**config.mk**
```make
export PLATFORM = sky130hd
export DESIGN_NAME = alu_arbiter
export DESIGN_NICKNAME = d
export VERILOG_FILES = /design/src/rtl/alu_arbiter.sv
export SDC_FILE = /design/constraint.sdc
export NUM_CORES = 1
export LEC_CHECK = 0
export BUFFER_PORTS_ARGS = -buffer_cell sky130_fd_sc_hd__buf_4
export CAP_MARGIN = 20
export CORE_AREA = 2 2 110 112
export DETAILED_ROUTE_END_ITERATION = 7
export DIE_AREA = 0 0 112 114
export HOLD_SLACK_MARGIN = 0.02
export PLACE_DENSITY = 0.8
export SYNTH_ARGS = -nofsm -noshare
export SYNTH_HDL_FRONTEND = slang
export SYNTH_SLANG_ARGS = --single-unit
export TNS_END_PERCENT = 20
```
**constraint.sdc**
```tcl
create_clock -name clk -period 1.85 [get_ports clk]
set_input_delay 0.185 -clock clk [delete_from_list [all_inputs] [get_ports clk]]
set_output_delay 0.185 -clock clk [all_outputs]
set_load 0.03 [all_outputs]
```
**src/rtl/alu_arbiter.sv**
```systemverilog
// alu_arbiter: shares one combinational ALU between two requesters.
// Requester 0 is the execute stage and requester 1 is the branch/compare unit.
// Arbitration is round-robin with a valid/ready handshake. Only one operation
// is in flight at a time. The operands are held on the ALU inputs for a
// func-dependent number of cycles, and the result comes back on a registered
// response channel.
module alu_arbiter #(
    parameter int DATA_W     = 32,
    parameter int MULDIV_LAT = 4
) (
    input  logic              clk,
    input  logic              rst,
    // requester 0 (execute stage)
    input  logic              req0_valid,
    output logic              req0_ready,
    input  logic [DATA_W-1:0] req0_a,
    input  logic [DATA_W-1:0] req0_b,
    input  logic [5:0]        req0_func,
    // requester 1 (branch/compare unit)
    input  logic              req1_valid,
    output logic              req1_ready,
    input  logic [DATA_W-1:0] req1_a,
    input  logic [DATA_W-1:0] req1_b,
    input  logic [5:0]        req1_func,
    // shared ALU
    output logic [DATA_W-1:0] alu_in1,
    output logic [DATA_W-1:0] alu_in2,
    output logic [5:0]        alu_func,
    input  logic [DATA_W-1:0] alu_out,
    input  logic              alu_zero,
    // response channel
    output logic              rsp_valid,
    input  logic              rsp_ready,
    output logic              rsp_id,
    output logic [DATA_W-1:0] rsp_data,
    output logic              rsp_zero,
    output logic              busy
);

    // Counter only has to hold MULDIV_LAT-1; keep at least one bit.
    localparam int CNT_W = (MULDIV_LAT > 1) ? $clog2(MULDIV_LAT) : 1;
    localparam logic [5:0] FUNC_MULT = 6'b011000;
    localparam logic [5:0] FUNC_DIV  = 6'b011010;

    typedef enum logic [1:0] {
        S_IDLE = 2'd0,
        S_EXEC = 2'd1,
        S_RESP = 2'd2
    } state_t;

    state_t              state_q,      state_d;
    logic [CNT_W-1:0]    cnt_q,        cnt_d;
    logic [DATA_W-1:0]   op_a_q,       op_a_d;
    logic [DATA_W-1:0]   op_b_q,       op_b_d;
    logic [5:0]          op_func_q,    op_func_d;
    logic                op_id_q,      op_id_d;
    logic                last_grant_q, last_grant_d;
    logic [DATA_W-1:0]   rsp_data_q,   rsp_data_d;
    logic                rsp_zero_q,   rsp_zero_d;

    // Requester inputs packed into arrays so the selection below can be indexed
    logic [1:0]          req_valid;
    logic [DATA_W-1:0]   req_a    [2];
    logic [DATA_W-1:0]   req_b    [2];
    logic [5:0]          req_func [2];
    logic [1:0]          req_ready_w;

    assign req_valid   = {req1_valid, req0_valid};
    assign req_a[0]    = req0_a;
    assign req_a[1]    = req1_a;
    assign req_b[0]    = req0_b;
    assign req_b[1]    = req1_b;
    assign req_func[0] = req0_func;
    assign req_func[1] = req1_func;

    // Round-robin choice: on a tie, the requester that did not win last time
    // gets the grant. With a single valid requester, that requester wins.
    logic grant_valid;
    logic grant_id;
    assign grant_valid = |req_valid;
    assign grant_id    = (req_valid == 2'b11) ? ~last_grant_q : req_valid[1];

    // A ready is raised only while idle, and only toward the chosen requester.
    // This keeps the two readies one-hot or zero.
    generate
        for (genvar gi = 0; gi < 2; gi++) begin : g_ready
            assign req_ready_w[gi] = (state_q == S_IDLE) && grant_valid &&
                                     (grant_id == 1'(gi));
        end
    endgenerate

    assign req0_ready = req_ready_w[0];
    assign req1_ready = req_ready_w[1];

    logic sel_muldiv;
    assign sel_muldiv = (req_func[grant_id] == FUNC_MULT) ||
                        (req_func[grant_id] == FUNC_DIV);

    // Next-state logic: accept an op, count down the execute time, then hold
    // the response until the consumer takes it.
    always_comb begin
        state_d      = state_q;
        cnt_d        = cnt_q;
        op_a_d       = op_a_q;
        op_b_d       = op_b_q;
        op_func_d    = op_func_q;
        op_id_d      = op_id_q;
        last_grant_d = last_grant_q;
        rsp_data_d   = rsp_data_q;
        rsp_zero_d   = rsp_zero_q;
        case (state_q)
            S_IDLE: begin
                if (grant_valid) begin
                    op_a_d       = req_a[grant_id];
                    op_b_d       = req_b[grant_id];
                    op_func_d    = req_func[grant_id];
                    op_id_d      = grant_id;
                    last_grant_d = grant_id;
                    cnt_d        = sel_muldiv ? CNT_W'(MULDIV_LAT - 1) : '0;
                    state_d      = S_EXEC;
                end
            end
            S_EXEC: begin
                if (cnt_q != '0) begin
                    cnt_d = cnt_q - 1'b1;
                end else begin
                    rsp_data_d = alu_out;
                    rsp_zero_d = alu_zero;
                    state_d    = S_RESP;
                end
            end
            S_RESP: begin
                if (rsp_ready) begin
                    state_d = S_IDLE;
                end
            end
            default: state_d = S_IDLE;
        endcase
    end

    // State and datapath registers. Reset discards any in-flight op or pending
    // response. Reset also lets requester 0 win the first tie.
    always_ff @(posedge clk) begin
        if (rst) begin
            state_q      <= S_IDLE;
            cnt_q        <= '0;
            op_a_q       <= '0;
            op_b_q       <= '0;
            op_func_q    <= '0;
            op_id_q      <= 1'b0;
            last_grant_q <= 1'b1;
            rsp_data_q   <= '0;
            rsp_zero_q   <= 1'b0;
        end else begin
            state_q      <= state_d;
            cnt_q        <= cnt_d;
            op_a_q       <= op_a_d;
            op_b_q       <= op_b_d;
            op_func_q    <= op_func_d;
            op_id_q      <= op_id_d;
            last_grant_q <= last_grant_d;
            rsp_data_q   <= rsp_data_d;
            rsp_zero_q   <= rsp_zero_d;
        end
    end

    assign alu_in1   = op_a_q;
    assign alu_in2   = op_b_q;
    assign alu_func  = op_func_q;
    assign rsp_valid = (state_q == S_RESP);
    assign rsp_id    = op_id_q;
    assign rsp_data  = rsp_data_q;
    assign rsp_zero  = rsp_zero_q;
    assign busy      = (state_q != S_IDLE);

endmodule
```
== Word level (Yosys, flattened, before mapping) ==
Cells that the tools add are included.

* Bits in registers: 109
* Input bits: 178
* Output and inout bits: 108
* Word-level logic and storage cells: 55

* Order comparisons: 1
* Bitwise gates (word level): 4
* Mux-type cells: 18
* Add/subtract/negate cells: 1
* Reductions and logical operators: 13
* Equality and inequality tests: 9

{| class="wikitable"
|+ Operator list
! kind !! count
|-
| $mux 32 || 6
|-
| $mux 6 || 3
|-
| $eq 6x5->1 const B || 2
|-
| $mux 2 || 6
|-
| $ne 2x2->1 const B || 3
|-
| $pmux 2 s3 || 1
|-
| $reduce_and 3->1 || 2
|-
| $reduce_bool 2->1 || 3
|-
| $eq 2x2->1 const B || 2
|-
| $pmux 2 s2 || 1
|-
| $reduce_and 2->1 || 2
|-
| $logic_and 1x1->1 || 3
|-
| $not 1->1 || 3
|-
| $eq 2x1->1 const B || 1
|-
| $ge 2x2->1 const B || 1
|-
| $logic_not 2->1 || 1
|-
| $ne 2x1->1 const B || 1
|-
| $not 1->2 || 1
|-
| $reduce_or 2->1 || 1
|-
| $sub 2x1->2 const B || 1
|-
| $logic_or 1x1->1 || 1
|-
| $mux 1 || 1
|}

== Depth between registers and ports, before layout ==
* Depth after elaboration: 11
* Mapped depth: 7
* Depth with buffers taken out: 5

== Least setup slack after synthesis ==
No wires, ideal clock.

* Path kind: flip-flop to flip-flop
* Start: register state_q[1]
* End: register op_func_q[5] (netlist: alu_func[5])
* Stages on the path, launching flop included: 7
* Data arrival time: 1.238 ns
* Data required time: 1.704 ns
* Clock period less this slack: 1.384 ns
* Setup time: 0.146 ns
* Path buffers: 2
* Setup slack: 0.466 ns
* Cell sequence: dfxtp_1 -> buf_2 -> nor2_4 -> inv_2 -> nor2_4 -> buf_2 -> a211oi_2

* Cells in the longest elaborated chain, start to end: 2

{| class="wikitable"
|+ Ends and longest elaborated chain
! element !! RTL line !! RTL
|-
| from (decl) || 51 || <nowiki>state_t state_q, state_d;</nowiki>
|-
| from (signal assigned) || 155 || <nowiki>state_q <= state_d;</nowiki>
|-
| $logic_not 2->1 || 111 || <nowiki>case (state_q)</nowiki>
|-
| $reduce_and 2->1 (no line) || n/a ||
|-
| to (signal assigned) || 159 || <nowiki>op_func_q <= op_func_d;</nowiki>
|-
| to (decl) || 55 || <nowiki>logic [5:0] op_func_q, op_func_d;</nowiki>
|}

Every way passes these cells.
A chain may end at the register's enable or synchronous reset.

== Worst setup path in the final report ==
* Start: register last_grant_q
* End: output port req1_ready

* Cells in the longest elaborated chain, start to end: 3

{| class="wikitable"
|+ Ends and longest elaborated chain
! element !! RTL line !! RTL
|-
| from (decl) || 57 || <nowiki>logic last_grant_q, last_grant_d;</nowiki>
|-
| from (signal assigned) || 161 || <nowiki>last_grant_q <= last_grant_d;</nowiki>
|-
| $not 1->1 || 81 || <nowiki>assign grant_id = (req_valid == 2'b11) ? ~last_grant_q : req_valid[1];</nowiki>
|-
| $mux 1 || 81 ||
|-
| $logic_and 1x1->1 || 87 || <nowiki>assign req_ready_w[gi] = (state_q == S_IDLE) && grant_valid &&</nowiki>
|-
| to (decl) || 21 || <nowiki>output logic req1_ready,</nowiki>
|}

Every way passes these cells.

==> metrics.sh <==
SYNTH_TOP_FAMILY_BY_AREA='compound AO/OA/AOI/OAI gates'
HP-CLASS='in -> reg'
FINAL-MAX-SLEW-VIOLATION-COUNT=0
P_LEAK_nW=3.32
CRIT_TYPE='reg -> out'
CTS_ROOT_BUFFER='sky130_fd_sc_hd__clkbuf_16'
ROUTED-VIA-COUNT=4840
DP.CELLS=902
FINALWEIGHTEDCONGESTION=0.720
SEQPWRFRAC=0.368
DIE-AREA_SQ_MM=0.0128
POST_SYNTH.CELL_AREA_AVG_SQ_UM=10.1
FINAL_NETS=947
PROPORTION_OF_POWER_DRAWN_BY_COMBINATIONAL_GATES=0.403
VIA_PER_INST=5.26
YOSYSUNIQUECELLTYPES=36
SETUP_WS_PS=87.9
MAXCAPVIOLATIONS=0
SETUP_VIOL=0
TIMING.SLEW.HEADROOM=0.677
SYNTH-ADDER-AREA-SHARE=0.00243
SYN_NETS=688
SWITCHING_SHARE=0.379
SYNTH_SEQUENTIAL_AREA_RATIO=0.424
CLOCK_POWER_SHARE=0.229
SYNTH-EDFF-COUNT=0
POSTSYNTHCELLCOUNT=509
LAYOUTNONFILLERINSTCOUNT=920
WIRELENGTH_MICRONS=14900
VERTICAL_DIE_DIMENSION_MICRONS=114
GRT_PASS1_WL_MICRONS=22900
SYNTH_COMPOUND_AREA_FRAC=0.288
CORE.ROWCOUNT=40
POSTSYNTH.TOPFLOPCELL='sky130_fd_sc_hd__dfxtp_1'
FINALCLOCKSKEW_PS=7.12
DRTANTENNAVIOLNETS=0
REPORT.FINAL.HOLD_VIOL_COUNT=0
FRACTION_OF_SYNTHESIS_FLOPS_USING_AN_ASYNCHRONOUS_SET_OR_RESET_PIN=0
INITIAL_CORE_UTIL=0.439
FAMILY_WITH_THE_MOST_DELAY_ON_THE_WORST_PATH='buffers and inverters'
CP_NUM_BUF_INV=3
TIMING.FMAX_GHz=0.567
FIN_TNS_SETUP_PS=0
CLK_PIN_SLEW_PS=80
MAX_SLEW.WORST_PIN.SLEW_PS=484
CORE_REGION_AREA_SQ_MM=0.0117
SLOWEST_STAGE_CELL_ON_THE_CRITICAL_PATH='sky130_fd_sc_hd__dfxtp_1'
GRT_SETUP_UNREPAIRED='no'
ANTENNA_FOUND_INITIAL=0
GRT_MAX_DEGREE=63
LEVEL_COUNT_OF_THE_CLOCK_H_TREE=3
WORST_SKEW_PAIR_LATER_PIN_LATENCY_PS=340
IOS=286
DETAILED_PLACEMENT_WIRELENGTH_ESTIMATE_MICRONS=10700
TRITONCTS_CLOCK_TREE='yes'
CLOCK_TREE.BUFFER_DEPTH=2
YOSYS_REGISTER_BITS=109
WORSTPATHCELLLIST='a21boi_4 -> buf_12 -> nand3_1 -> inv_1 -> buf_4'
STATUS='finished clean'
P_PER_AREA_mW_PER_MM2=1050
SYN_AREA_SQ_MM=0.00514
DIE_WIDTH_MICRONS=112
TIMING.FINAL.CRIT_PERIOD_PS=1760
WORSTPATHREQUIRED_PS=1660
SYNTH_SIMPLE_GATE_AREA_FRAC=0.0764
SYN2LAYOUT_AREA_GROWTH_PCT=47.7
FIRST_PASS_ITERS=4
FINAL_CELL_MIX='sky130_fd_sc_hd__buf_4 (292), sky130_fd_sc_hd__dfxtp_1 (108), sky130_fd_sc_hd__a21oi_1 (105), sky130_fd_sc_hd__mux2i_1 (70), sky130_fd_sc_hd__nand2_1 (69)'
DIODES=0
AVGROUTEDWIREPERCELL_MICRONS=16.2
POST_SYNTH_MUX_AREA_SHARE=0.136
WORST_VDD_DROP_V=0.000715
PRE_CTS_WS_PS=324
GRT_PASS1_VIAS=4782
WORST_SETUP_START_KIND='register'
IO_BUFFER_COUNT=285
MIN_PERIOD_OVER_PERIOD=0.953
GRT.OVERFLOW.TOTAL=0
LAYOUT.CELLS.MOST_COMMON='sky130_fd_sc_hd__buf_4'
YOSYSWARNINGCOUNT=0
TIMING.CRITICAL_PATH.ARRIVAL_PS=1580
CTS_BUFFERS=9
FIRST_ITER_VIOLATIONS=232
ROUTE.DETAILED.DRC=0
SWITCHINGPOWER_mW=3.03
CTS_NUM_SINKS=109
DRIVE_GT1_FRAC=0.506
CRIT_PATH_MAX_INCR_DELAY_PS=340
WORSTPATHMAXFANOUT=14
GRT_UTIL_ALL_LAYERS=0.219
SYNTHXORXNORAREAFRAC=0
P_INT_mW=4.97
CP-END-KIND='output pin'
==> cell usage after synthesis, types with 2 or more instances <==
| master | number | area [sq um] |
|---|---|---|
| sky130_fd_sc_hd__dfxtp_1 | 109 | 2180 |
| sky130_fd_sc_hd__a21oi_1 | 105 | 526 |
| sky130_fd_sc_hd__mux2i_1 | 70 | 701 |
| sky130_fd_sc_hd__nand2_1 | 69 | 259 |
| sky130_fd_sc_hd__a211oi_2 | 68 | 851 |
| sky130_fd_sc_hd__clkbuf_1 | 20 | 75.1 |
| sky130_fd_sc_hd__buf_2 | 19 | 95.1 |
| sky130_fd_sc_hd__buf_12 | 8 | 160 |
| sky130_fd_sc_hd__inv_1 | 4 | 15.0 |
| sky130_fd_sc_hd__a211oi_1 | 3 | 22.5 |
| sky130_fd_sc_hd__nand2b_1 | 3 | 18.8 |
| sky130_fd_sc_hd__a311oi_1 | 2 | 17.5 |
| sky130_fd_sc_hd__a31oi_1 | 2 | 12.5 |
| sky130_fd_sc_hd__buf_1 | 2 | 7.51 |
| sky130_fd_sc_hd__nor2_1 | 2 | 7.51 |
| sky130_fd_sc_hd__nor2_4 | 2 | 22.5 |
| sky130_fd_sc_hd__nor3_1 | 2 | 10.0 |
==> metrics by stage <==
step / power (mW) / hold WS (ps) / utilization / cell area [sq um]
detailed placement: 6.21 / 443 / 0.622 / 7280
global route: 8.40 / 76.9 / 0.649 / 7600
finish: 8.00 / 82.8 / 0.649 / 7600
global placement: 6.10 / 432 / 0.622 / 7280
floorplan: 5.07 / 321 / - / 5140
CTS: 8.06 / 74.3 / 0.647 / 7570
==> layout make-up <==
class / instances / area [sq um]
tap: 147 / 184
timing repair buffer: 299 / 2340
clock buffer: 9 / 225
inverter: 5 / 18.8
clock inverter: 7 / 57.6
fill: 934 / 4110
multi-input combinational: 344 / 2590
sequential: 109 / 2180
==> sequential cells by signal, indices dropped and copies added, names as in the netlist <==
register,count
alu_in1,32
alu_in2,32
rsp_data,32
alu_func,6
cnt_q,2
state_q,2
last_grant_q,1
rsp_id,1
rsp_zero,1
==> path summary, 6_finish.rpt <==
kind	start	endpoint	slack [ps]	depth (start not counted)
worst min register to register	rsp_data[11]	rsp_data[11]	460	2
worst min-delay path	alu_out[18]	rsp_data[18]	80	3
worst max-delay path	last_grant_q	req1_ready	90	5
worst max register to register	last_grant_q	alu_in1[6]	310	4
==> worst min-delay path, stage by stage <==
cell,delay [ps]
sky130_fd_sc_hd__buf_4,100
sky130_fd_sc_hd__nand2_1,40
sky130_fd_sc_hd__a21oi_1,50
==> power groups by stage <==
stage               registers [mW]  clock network [mW]  logic [mW]
floorplan                     3.63                   0        1.43
global placement              2.98                   0        3.13
detailed placement            2.99                   0        3.22
CTS                           2.94                1.88        3.23
global route                  2.99                1.97        3.44
finish                        2.94                1.83        3.23
==> what timing repair did <==
item                                    4_1_cts  5_1_grt
setup buffers                                 1        0
gates cloned                                  0        1
pin swaps                                     1        0
gates resized for setup                       0        1
endpoints found under the setup margin        1        2
hold buffers                                  0        0
==> cells by family (layout without fill, tap and decap cells) <==
kind of cell	after synthesis	count (layout)
AOI/OAI and AO/OA	186	186
adders and majority gates	1	1
buffers and inverters	56	320
DFF	109	109
muxes	70	70
and+or+nand+nor	87	87
==> per-layer routing <==
| metal | part of all wire | GRT usage | wire length (microns) | vias up |
|---|---|---|---|---|
| met5 | 0 | 0 | 0 | - |
| met4 | 0.024 | 0.0837 | 359 | 0 |
| met3 | 0.078 | 0.0537 | 1160 | 26 |
| met2 | 0.52 | 0.402 | 7670 | 198 |
| met1 | 0.38 | 0.245 | 5690 | 2256 |
| li1 | - | - | - | 2360 |
(Power assumes the default switching activity.)
